--- config.mk ---
export PLATFORM = sky130hd
export DESIGN_NAME = led7seg_74hc595_receiver_flat
export DESIGN_NICKNAME = d
export VERILOG_FILES = /design/src/rtl/led7seg_74hc595_receiver_pkg.sv /design/src/rtl/led7seg_74hc595_receiver_if.sv /design/src/rtl/led7seg_74hc595_receiver_sync_rise_det.sv /design/src/rtl/led7seg_74hc595_receiver.sv /design/src/flat_wrapper.sv
export SDC_FILE = /design/constraint.sdc
export NUM_CORES = 1
export LEC_CHECK = 0
export CORE_ASPECT_RATIO = 0.75
export CORE_MARGIN = 5
export CORE_UTILIZATION = 58
export CTS_CLUSTER_SIZE = 25
export DETAILED_ROUTE_END_ITERATION = 6
export PLACE_DENSITY = 0.89
export SYNTH_ARGS = -nofsm -noshare
export SYNTH_HDL_FRONTEND = slang
export SYNTH_SLANG_ARGS = --single-unit
--- constraint.sdc ---
create_clock -name clk -period 11.18 [get_ports clk]
set_input_delay 1.118 -clock clk [delete_from_list [all_inputs] [get_ports clk]]
set_output_delay 1.118 -clock clk [all_outputs]
set_load 0.01 [all_outputs]
--- src/rtl/led7seg_74hc595_receiver_pkg.sv ---
// ---------------------------------------------------------------------------
// led7seg_74hc595_receiver_pkg
//   Shared constants and helpers for the 74HC595 LED7seg link receiver.
//   Frame layout: {seg[7:0], sel[7:0]}. Bit 15 is shifted in first.
//   onehot_to_idx turns the digit-select byte into a valid flag plus a
//   3-bit digit index.
// ---------------------------------------------------------------------------
package led7seg_74hc595_receiver_pkg;

  localparam int         FRAME_BITS = 16;
  localparam int         NUM_DIGITS = 8;
  localparam int         SEG_MSB    = 15;
  localparam int         SEG_LSB    = 8;
  localparam int         SEL_MSB    = 7;
  localparam int         SEL_LSB    = 0;
  localparam logic [7:0] BLANK_SEG  = 8'hFF;

  typedef struct packed {
    logic       vld;
    logic [2:0] idx;
  } onehot_res_t;

  // vld only when exactly one select bit is set; sel == 0 is rejected.
  // idx ORs the positions of the set bits, so it is meaningful only when
  // vld is high.
  function automatic onehot_res_t onehot_to_idx(input logic [7:0] sel);
    onehot_res_t res;
    logic [3:0]  ones;
    res.vld = 1'b0;
    res.idx = 3'd0;
    ones    = 4'd0;
    for (int i = 0; i < 8; i++) begin
      if (sel[i]) begin
        ones    = ones + 4'd1;
        res.idx = res.idx | 3'(i);
      end else begin
        ones    = ones;
      end
    end
    res.vld = (ones == 4'd1);
    return res;
  endfunction

endpackage

--- src/rtl/led7seg_74hc595_receiver_if.sv ---
// ---------------------------------------------------------------------------
// led7seg_74hc595_receiver_if
//   3-wire 74HC595 display link.
//     sclk : shift clock (data sampled on its rising edge)
//     rclk : storage/latch clock
//     dio  : serial data
//   master = controller side (drives the link), slave = receiver side.
// ---------------------------------------------------------------------------
interface led7seg_74hc595_receiver_if;
  logic sclk;
  logic rclk;
  logic dio;

  modport master (output sclk, output rclk, output dio);
  modport slave  (input  sclk, input  rclk, input  dio);
endinterface

--- src/rtl/led7seg_74hc595_receiver_sync_rise_det.sv ---
// ---------------------------------------------------------------------------
// led7seg_74hc595_receiver_sync_rise_det
//   Brings an asynchronous input into the clk domain through STAGES flops,
//   followed by one history flop.
//   RISE = 1 : o_q is a one-cycle rising-edge pulse (s[last] & ~hist).
//   RISE = 0 : o_q is the synchronised level. It carries the same delay as
//              the edge output, so data stays aligned with its clock edge.
//   Ports: clk, rst (sync, active-high), i_d (async in), o_q (out).
// ---------------------------------------------------------------------------
module led7seg_74hc595_receiver_sync_rise_det #(
  parameter int STAGES = 2,
  parameter bit RISE   = 1'b1
) (
  input  logic clk,
  input  logic rst,
  input  logic i_d,
  output logic o_q
);

  logic [STAGES-1:0] r_sync;
  logic              r_hist;

  // Synchroniser chain plus history flop for edge detection
  always_ff @(posedge clk) begin
    if (rst) begin
      r_sync <= '0;
      r_hist <= 1'b0;
    end else begin
      r_sync <= {r_sync[STAGES-2:0], i_d};
      r_hist <= r_sync[STAGES-1];
    end
  end

  assign o_q = RISE ? (r_sync[STAGES-1] & ~r_hist) : r_sync[STAGES-1];

endmodule

--- src/rtl/led7seg_74hc595_receiver.sv ---
// ---------------------------------------------------------------------------
// led7seg_74hc595_receiver
//   Receive end of the 74HC595 LED7seg link. It deserialises 16-bit frames
//   {seg, sel}, decodes the one-hot digit select and stores each segment
//   byte in an 8-digit shadow register.
//   Ports:
//     clk, rst        system clock, synchronous active-high reset
//     link (slave)    sclk / rclk / dio, asynchronous to clk
//     seg_all         digit n segment byte at [8n+7:8n]
//     frame_vld       1-cycle pulse when a good frame is latched
//     frame_digit     digit index written by the last good frame
//     frame_seg       segment byte of the last good frame
//     err_len         1-cycle pulse when rclk arrives with bit count != 16
//     err_sel         1-cycle pulse when 16 bits arrive but sel is not one-hot
//     frame_cnt       good-frame counter, wraps to 0
// ---------------------------------------------------------------------------
module led7seg_74hc595_receiver
  import led7seg_74hc595_receiver_pkg::*;
#(
  parameter int         SYNC_STAGES = 2,
  parameter logic [7:0] RESET_SEG   = BLANK_SEG,
  parameter int         CNT_W       = 16
) (
  input  logic                          clk,
  input  logic                          rst,
  led7seg_74hc595_receiver_if.slave     link,
  output logic [8*NUM_DIGITS-1:0]       seg_all,
  output logic                          frame_vld,
  output logic [2:0]                    frame_digit,
  output logic [7:0]                    frame_seg,
  output logic                          err_len,
  output logic                          err_sel,
  output logic [CNT_W-1:0]              frame_cnt
);

  localparam logic [0:0] ST_IDLE  = 1'b0;
  localparam logic [0:0] ST_SHIFT = 1'b1;
  localparam logic [4:0] CNT_MAX  = 5'd31;
  localparam logic [4:0] CNT_FULL = 5'(FRAME_BITS);

  logic                    w_sclk_rise;
  logic                    w_rclk_rise;
  logic                    w_dio;

  logic [FRAME_BITS-1:0]   r_shreg;
  logic [FRAME_BITS-1:0]   w_shreg_nx;
  logic [4:0]              r_bit_cnt;
  logic [4:0]              w_cnt_nx;
  logic [0:0]              r_state;
  logic [7:0]              w_seg;
  logic [7:0]              w_sel;
  onehot_res_t             w_oh;
  logic                    w_len_ok;

  logic [8*NUM_DIGITS-1:0] r_seg_all;
  logic                    r_frame_vld;
  logic [2:0]              r_frame_digit;
  logic [7:0]              r_frame_seg;
  logic                    r_err_len;
  logic                    r_err_sel;
  logic [CNT_W-1:0]        r_frame_cnt;

  led7seg_74hc595_receiver_sync_rise_det #(.STAGES(SYNC_STAGES), .RISE(1'b1)) u_sclk_det (
    .clk (clk), .rst (rst), .i_d (link.sclk), .o_q (w_sclk_rise)
  );
  led7seg_74hc595_receiver_sync_rise_det #(.STAGES(SYNC_STAGES), .RISE(1'b1)) u_rclk_det (
    .clk (clk), .rst (rst), .i_d (link.rclk), .o_q (w_rclk_rise)
  );
  led7seg_74hc595_receiver_sync_rise_det #(.STAGES(SYNC_STAGES), .RISE(1'b0)) u_dio_sync (
    .clk (clk), .rst (rst), .i_d (link.dio), .o_q (w_dio)
  );

  // Post-shift view of the frame: an rclk edge in the same cycle as the
  // 16th sclk edge must still see all 16 bits.
  always_comb begin
    w_shreg_nx = r_shreg;
    w_cnt_nx   = r_bit_cnt;
    if (w_sclk_rise) begin
      w_shreg_nx = {r_shreg[FRAME_BITS-2:0], w_dio};
      if (r_bit_cnt == CNT_MAX) begin
        w_cnt_nx = CNT_MAX;
      end else begin
        w_cnt_nx = r_bit_cnt + 5'd1;
      end
    end else begin
      w_shreg_nx = r_shreg;
    end
    w_seg    = w_shreg_nx[SEG_MSB:SEG_LSB];
    w_sel    = w_shreg_nx[SEL_MSB:SEL_LSB];
    w_oh     = onehot_to_idx(w_sel);
    // IDLE without a fresh sclk edge means zero bits received
    w_len_ok = ((r_state == ST_SHIFT) || w_sclk_rise) && (w_cnt_nx == CNT_FULL);
  end

  // Shift register, bit counter, FSM and latched outputs
  always_ff @(posedge clk) begin
    if (rst) begin
      r_shreg       <= '0;
      r_bit_cnt     <= 5'd0;
      r_state       <= ST_IDLE;
      r_seg_all     <= {NUM_DIGITS{RESET_SEG}};
      r_frame_vld   <= 1'b0;
      r_frame_digit <= 3'd0;
      r_frame_seg   <= 8'd0;
      r_err_len     <= 1'b0;
      r_err_sel     <= 1'b0;
      r_frame_cnt   <= '0;
    end else begin
      r_frame_vld <= 1'b0;
      r_err_len   <= 1'b0;
      r_err_sel   <= 1'b0;
      r_shreg     <= w_shreg_nx;
      if (w_rclk_rise) begin
        r_bit_cnt <= 5'd0;
        r_state   <= ST_IDLE;
        if (!w_len_ok) begin
          r_err_len <= 1'b1;
        end else if (!w_oh.vld) begin
          r_err_sel <= 1'b1;
        end else begin
          r_seg_all[{w_oh.idx, 3'b000} +: 8] <= w_seg;
          r_frame_digit <= w_oh.idx;
          r_frame_seg   <= w_seg;
          r_frame_vld   <= 1'b1;
          r_frame_cnt   <= r_frame_cnt + CNT_W'(1);
        end
      end else begin
        r_bit_cnt <= w_cnt_nx;
        if (w_sclk_rise) begin
          r_state <= ST_SHIFT;
        end else begin
          r_state <= r_state;
        end
      end
    end
  end

  assign seg_all     = r_seg_all;
  assign frame_vld   = r_frame_vld;
  assign frame_digit = r_frame_digit;
  assign frame_seg   = r_frame_seg;
  assign err_len     = r_err_len;
  assign err_sel     = r_err_sel;
  assign frame_cnt   = r_frame_cnt;

endmodule

--- src/flat_wrapper.sv ---
// flat-port wrapper written by rule: the top's interface ports become plain ports
module led7seg_74hc595_receiver_flat import led7seg_74hc595_receiver_pkg::*;
#(
  parameter int         SYNC_STAGES = 2,
  parameter logic [7:0] RESET_SEG   = BLANK_SEG,
  parameter int         CNT_W       = 16
)
  (clk, rst, seg_all, frame_vld, frame_digit, frame_seg, err_len, err_sel, frame_cnt, link_sclk, link_rclk, link_dio);
  led7seg_74hc595_receiver_if link_i ();
  input  logic clk;
  input  logic rst;
  output logic [8*NUM_DIGITS-1:0] seg_all;
  output logic frame_vld;
  output logic [2:0] frame_digit;
  output logic [7:0] frame_seg;
  output logic err_len;
  output logic err_sel;
  output logic [CNT_W-1:0] frame_cnt;
  input wire logic [$bits(link_i.sclk)-1:0] link_sclk;
  input wire logic [$bits(link_i.rclk)-1:0] link_rclk;
  input wire logic [$bits(link_i.dio)-1:0] link_dio;
  assign link_i.sclk = link_sclk;
  assign link_i.rclk = link_rclk;
  assign link_i.dio = link_dio;
  led7seg_74hc595_receiver #(.SYNC_STAGES(SYNC_STAGES), .RESET_SEG(RESET_SEG), .CNT_W(CNT_W)) u_core (.clk(clk), .rst(rst), .link(link_i), .seg_all(seg_all), .frame_vld(frame_vld), .frame_digit(frame_digit), .frame_seg(frame_seg), .err_len(err_len), .err_sel(err_sel), .frame_cnt(frame_cnt));
endmodule
==> qor.txt, run 1 <==
synthesized area per cell - 8.47 um2
die height - 98.1 um
first-pass GRT wire length - 27,900 um
GRT Util Overall - 27.3%
sw frac - 21.7%
GRT overflow - 0
Core ar. - 10,200 um2
Fill cells - 695
Die W - 128 um
number of remaining DRC errors - 0
post-synthesis sequential area ratio - 41.3%
Synth Register Bits - 124
DR WL met3 - 1670 um
Final setup viols - 0
Layout area overhead - 26.0%
run status - completed
HPWL after DPL - 11,000 um
clk sinks - 124
Final ANT Viol Nets - 0
Synth area leader - dfxtp_1
TritonCTS Buffers - 17
post-synthesis net count - 726
post-CTS setup buffer count - 0
largest net degree at the start of global routing - 114
critical path fanouts, max - 52
detailed-route vias per instance - 6.30
Critical Path AT - 7.78 ns
initial antenna violation count - 0
DR WL/cell - 18.5 um
Main synth FF type - dfxtp_1
Worst setup SP type - flip-flop
most frequent cells in the layout - dfxtp_1, clkdlybuf4s50_1, nor2_1
routed vias - 5,856
Comb power frac - 3.0%
Slew HR - 24.7%
GP Congestion - 0.919
Net Sw Power - 0.222 mW
first drt pass iteration count - 6
sequential group share of total power - 43.6%
Post-CTS Hold Buffers - 0
RSZ-0062 raised after global routing - no
Synth top area share - 41.3%
Initial Util - 58.8%
met2 WL - 7880 um
Clk pwr share - 53.3%
WP data required - 11.44 ns
layout cells sized above 1 - 7.56%
ys async rst share - 0%
Ports - 99
1st-iter DRT viols - 815
fin nets - 798
Worst-path clk slew - 0.05 ns
Clock Tree Buf Depth - 2
commonest non-fill, non-tap cell in the layout - dfxtp_1
CTS tree - done
top cells by area, synth - dfxtp_1, mux2i_1, nor2_1
Root Buffer Master - clkbuf_16
synth warn - 0
Cell variety after synth - 62
M1 WL - 7250 um
area taken by multi-input logic gates - 3210 um2
row cnt - 32
antenna diode count - 0
H-Tree Depth - 4
FMAX - 133 MHz
number of port buffers - 98
Tmin final - 7.52 ns
uppermost layer routed - met4
Final Hold Fails - 0
Setup Skew - 0.00866 ns
post_cts resized - 0
Crit. End Element - flip-flop
vias in the first global route - 5,564
actual transition at the worst max-transition pin - 1.13 ns
Clock Latency Late Sink - 0.41 ns
Hold Crit Class - flip-flop to flip-flop
worst vdd ir - 0.0000902 V
internal power - 0.799 mW
Max Slew Vio Count - 0
Crit Path Category - flip-flop to flip-flop
final core occ - 74.1%
Syn Inst Count - 709
Pleak - 2.93 nW
final wirelength - 17,200 um
PwrDens - 135 nW/um2
max_cap viols - 0
Reg area - 2480 um2
cell area after synthesis - 6010 um2
EDFF count, synth - 0
Total Die Area - 12,500 um2
setup TNS - 0 ns
fin crit share - 67.3%
[area by class of cell]
cell class | instances | share of cell area (%)
multi-input cells | 510 | 42.4
flip-flops and latches | 124 | 32.8
repair buffers | 104 | 13.5
clock buffers | 22 | 6.27
well taps | 136 | 2.25
clock inverters | 10 | 1.52
inverters | 24 | 1.19
[sequential cells by signal (all words and copies together), names as in the netlist, 3 cells and up]
register / cells
u_core.frame_cnt: 16
u_core.r_shreg: 16
u_core.frame_seg: 8
u_core.r_bit_cnt: 5
u_core.seg_all: 64
u_core.frame_digit: 3
[critical path, stage by stage (launching register included)]
cell      delay (ns)
dfxtp_1         0.38
nand2b_1        0.76
mux2i_1         0.40
ha_1            0.34
xnor2_1         0.15
ha_1            0.28
or2_2           0.30
and2_1          0.19
ha_1            0.33
mux2_2          0.28
ha_1            0.29
a21oi_1         0.13
a21oi_1         0.08
a221oi_1        0.61
inv_1           0.10
ha_1            0.33
nor2_1          0.12
a21oi_1         0.07
ha_1            0.26
or3_1           0.38
a22oi_1         0.34
o211ai_4        0.13
buf_4           0.32
nor3_2          0.56
o21ai_0         0.21
[per-stage QoR]
step           total power, mW  hold WS [ns]  instances  cell area [um2]  setup WS (ns)
3_3_place_gp             0.483         0.420        898             6980           4.27
3_5_place_dp             0.484         0.425        898             6980           3.84
6_report                  1.02         0.432        930             7560           3.66
2_1_floorplan            0.478         0.414        709             6010           4.25
4_1_cts                   1.02         0.437        930             7560           3.78
5_1_grt                   1.05         0.455        930             7560           3.17
[layer usage]
metal  up-vias  global-route usage [%]
met3        36                    6.23
met2       356                    42.0
met4         0                    10.7
li1       2680                       -
met1      2784                    37.4
met5         -                       0
[power by group through the flow]
stage / Clock (mW) / Combinational (mW) / Sequential [mW]
2_1_floorplan: 0 / 0.0240 / 0.454
3_3_place_gp: 0 / 0.0281 / 0.455
3_5_place_dp: 0 / 0.0294 / 0.455
4_1_cts: 0.546 / 0.0301 / 0.445
5_1_grt: 0.568 / 0.0336 / 0.445
6_report: 0.544 / 0.0309 / 0.445
[worst paths after layout]
path         depth (start not counted)                        start                          end  slack (ns)
max                                 24     u_core.u_sclk_det.r_hist            u_core.seg_all[9]        3.66
min                                  1  u_core.u_rclk_det.r_sync[0]  u_core.u_rclk_det.r_sync[1]        0.43
max reg2reg                         24     u_core.u_sclk_det.r_hist            u_core.seg_all[9]        3.66
min reg2reg                          1  u_core.u_rclk_det.r_sync[0]  u_core.u_rclk_det.r_sync[1]        0.43
[cells in the mapped netlist (all sizes together) (5+ instances only)]
master  instances
buf            20
mux2i          42
nor3           31
nand4           7
nor2b          17
a21oi          44
or3             7
nand2          55
a31oi          10
dfxtp         124
and2            6
a211o           8
ha             12
nor2           92
xnor2           5
nand3          28
mux2            7
inv            24
nand2b          7
clkbuf         31
o22ai          18
o31ai           9
and3            7
a41oi           9
or4             8
nor4            6
o21ai          33
[cells by family (layout without fill, tap and decap cells)]
family	after synthesis	in the layout	share of synthesized area [%]
muxes	49	49	8.31
adders and majority gates	12	12	2.50
AOI/OAI and AO/OA	154	154	16.8
DFF	124	124	41.3
xor gates and xnor gates	8	8	1.42
and+or+nand+nor	287	287	24.3
buffers and inverters	75	160	5.42
Note: power is estimated with default switching activity, not from simulation.
==> inputs of run 2 (changes only) <==
--- a/config.mk
+++ b/config.mk
@@ -7,10 +7,10 @@
 export LEC_CHECK = 0
 export CORE_ASPECT_RATIO = 0.75
 export CORE_MARGIN = 5
-export CORE_UTILIZATION = 58
+export CORE_UTILIZATION = 54
 export CTS_CLUSTER_SIZE = 25
 export DETAILED_ROUTE_END_ITERATION = 6
-export PLACE_DENSITY = 0.89
+export PLACE_DENSITY = 0.84
 export SYNTH_ARGS = -nofsm -noshare
 export SYNTH_HDL_FRONTEND = slang
 export SYNTH_SLANG_ARGS = --single-unit
==> constraint.sdc (replaced) <==
create_clock -name clk -period 6.95 [get_ports clk]
set_input_delay 0.695 -clock clk [delete_from_list [all_inputs] [get_ports clk]]
set_output_delay 0.695 -clock clk [all_outputs]
set_load 0.01 [all_outputs]
==> qor.txt, run 2 (same netlist as run 1, synthesis figures left out) <==
R2R Path End - u_core.seg_all[46] (was u_core.seg_all[9])
Crit Path Category - flip-flop to flip-flop (unchanged)
Hold Crit Class - flip-flop to flip-flop (unchanged)
Die W - 132 um (was 128 um)
routed vias - 5,670 (was 5,856)
largest net degree at the start of global routing - 114 (unchanged)
sw frac - 21.8% (was 21.7%)
HPWL after DPL - 11,100 um (was 11,000 um)
Setup crit start - u_core.u_sclk_det.r_hist (unchanged)
DR WL/cell - 17.2 um (was 18.5 um)
fin nets - 802 (was 798)
Layout area overhead - 26.7% (was 26.0%)
critical path fanouts, max - 24 (was 52)
Fill cells - 810 (was 695)
Pleak - 2.95 nW (was 2.93 nW)
run status - completed (unchanged)
post-CTS setup buffer count - 0 (unchanged)
Slew HR - 26.6% (was 24.7%)
Net Sw Power - 0.360 mW (was 0.222 mW)
commonest non-fill, non-tap cell in the layout - dfxtp_1 (unchanged)
final core occ - 69.8% (was 74.1%)
Crit. End Element - flip-flop (unchanged)
DR WL met3 - 1330 um (was 1670 um)
TritonCTS Buffers - 17 (unchanged)
Total Die Area - 13,400 um2 (was 12,500 um2)
max reg flops - 64 (unchanged)
Setup Skew - 0.00990 ns (was 0.00866 ns)
first drt pass iteration count - 5 (was 6)
GRT overflow - 0 (unchanged)
FMAX - 153 MHz (was 133 MHz)
Worst setup SP type - flip-flop (unchanged)
Clock Latency Late Sink - 0.41 ns (about the same)
M1 WL - 7170 um (was 7250 um)
Tmin final - 6.55 ns (was 7.52 ns)
RSZ-0062 raised after global routing - no (unchanged)
post_cts resized - 0 (unchanged)
PwrDens - 217 nW/um2 (was 135 nW/um2)
Final ANT Viol Nets - 0 (unchanged)
Clock Tree Buf Depth - 2 (unchanged)
FF-to-FF Start - u_core.u_sclk_det.r_hist (unchanged)
Core ar. - 10,900 um2 (was 10,200 um2)
vias in the first global route - 5,282 (was 5,564)
row cnt - 33 (was 32)
sequential group share of total power - 43.3% (was 43.6%)
Worst-path clk slew - 0.06 ns (was 0.05 ns)
Post-CTS Hold Buffers - 0 (unchanged)
Root Buffer Master - clkbuf_16 (unchanged)
Reg area - 2480 um2 (unchanged)
GRT Util Overall - 24.0% (was 27.3%)
final wirelength - 16,200 um (was 17,200 um)
WP data required - 7.22 ns (was 11.44 ns)
worst stage delay on the critical path - 0.51 ns (was 0.76 ns)
H-Tree Depth - 4 (unchanged)
detailed-route vias per instance - 6.04 (was 6.30)
number of port buffers - 98 (unchanged)
layout cells sized above 1 - 8.27% (was 7.56%)
worst vdd ir - 0.000191 V (was 0.0000902 V)
Final Hold Fails - 0 (unchanged)
Comb power frac - 2.9% (was 3.0%)
1st-iter DRT viols - 665 (was 815)
internal power - 1.29 mW (was 0.799 mW)
clk sinks - 124 (unchanged)
actual transition at the worst max-transition pin - 1.10 ns (was 1.13 ns)
Max Slew Vio Count - 0 (unchanged)
Final setup viols - 0 (unchanged)
Critical Path AT - 6.82 ns (was 7.78 ns)
uppermost layer routed - met4 (unchanged)
met2 WL - 7450 um (was 7880 um)
setup TNS - 0 ns (unchanged)
Initial Util - 55.1% (was 58.8%)
initial antenna violation count - 0 (unchanged)
worst-case reg-to-reg path depth - 24 (unchanged)
antenna diode count - 0 (unchanged)
number of remaining DRC errors - 0 (unchanged)
Clk pwr share - 53.8% (was 53.3%)
Ports - 99 (unchanged)
die height - 101 um (was 98.1 um)
CP Cell Sequence - nand2b_1, mux2i_1, ha_1, xnor2_1, ha_1, or2_2, and2_1, ha_1, mux2_2, ha_1, a21oi_1, a21oi_1, a221oi_1, inv_1, ha_1, nor2_1, a21oi_1, ha_1, or3_1, a22oi_1, o211ai_4, buf_4, nor3_2, o22ai_1 (was nand2b_1, mux2i_1, ha_1, xnor2_1, ha_1, or2_2, and2_1, ha_1, mux2_2, ha_1, a21oi_1, a21oi_1, a221oi_1, inv_1, ha_1, nor2_1, a21oi_1, ha_1, or3_1, a22oi_1, o211ai_4, buf_4, nor3_2, o21ai_0)
fin crit share - 94.2% (was 67.3%)
worst setup path end - u_core.seg_all[46] (was u_core.seg_all[9])
first-pass GRT wire length - 26,200 um (was 27,900 um)
area taken by multi-input logic gates - 3210 um2 (unchanged)
slowest CP cell - nor3_2 (was nand2b_1)
max_cap viols - 0 (unchanged)
reg-to-reg slack, setup - 0.40 ns (was 3.66 ns)
CTS tree - done (unchanged)
most frequent cells in the layout - dfxtp_1, clkdlybuf4s50_1, nor2_1 (unchanged)
GP Congestion - 0.829 (was 0.919)
Crit path top cell by count - ha_1 (unchanged)
## run 2: routing by layer
| metal | vias up | track usage [%] |
|---|---|---|
| met1 | 2687 | 31.9 |
| met4 | 0 | 6.09 |
| li1 | 2691 | - |
| met3 | 23 | 7.30 |
| met2 | 269 | 38.5 |
| met5 | - | 0 |
## run 2: layout make-up
cell class	count	share of cell area (%)
inverter	24	1.18
clock inverter	14	2.24
timing repair buffer	108	13.8
multi-input combinational	510	42.2
sequential	124	32.6
tap	140	2.30
clock buffer	18	5.64
## run 2: worst min-delay path by stage
| stage | end | start | slack (ns) | cells after the start |
|---|---|---|---|---|
| after global routing | u_core.u_rclk_det.r_sync[1] | u_core.u_rclk_det.r_sync[0] | 0.45 | 1 |
| final | u_core.u_rclk_det.r_sync[1] | u_core.u_rclk_det.r_sync[0] | 0.44 | 1 |
| after CTS | u_core.u_rclk_det.r_sync[1] | u_core.u_rclk_det.r_sync[0] | 0.44 | 1 |
| after floorplan | u_core.u_dio_sync.r_sync[1] | u_core.u_dio_sync.r_sync[0] | 0.41 | 1 |
| after detailed placement | u_core.u_rclk_det.r_sync[1] | u_core.u_rclk_det.r_sync[0] | 0.43 | 1 |
| after global placement | u_core.u_sclk_det.r_sync[1] | u_core.u_sclk_det.r_sync[0] | 0.42 | 1 |
## run 2: stage by stage
stage | std cells | worst slack [ns] | cell area [um2] | hold WS [ns] | total power [mW]
finish | 938 | 0.402 | 7610 | 0.438 | 1.65
global route | 938 | 0.0245 | 7610 | 0.454 | 1.70
CTS | 938 | 0.430 | 7610 | 0.441 | 1.66
detailed placement | 906 | 0.463 | 7010 | 0.428 | 0.779
global placement | 906 | 0.732 | 7010 | 0.418 | 0.777
floorplan | 709 | 0.0225 | 6010 | 0.414 | 0.770
## run 2: power by group through the flow
stage | clock network (mW) | logic, mW | registers, mW
after floorplan | 0 | 0.0386 | 0.731
after global placement | 0 | 0.0457 | 0.731
after detailed placement | 0 | 0.0472 | 0.732
after CTS | 0.897 | 0.0475 | 0.716
after global routing | 0.931 | 0.0532 | 0.716
final | 0.890 | 0.0481 | 0.716
## run 2: worst max-delay path, delay by kind of cell (launching register included)
| family | cells | cell delay, ns |
|---|---|---|
| AOI/OAI and AO/OA | 7 | 1.39 |
| xor gates and xnor gates | 1 | 0.19 |
| adders and majority gates | 6 | 1.79 |
| buffers and inverters | 2 | 0.36 |
| DFF | 1 | 0.40 |
| muxes | 2 | 0.63 |
| and+or+nand+nor | 6 | 1.64 |
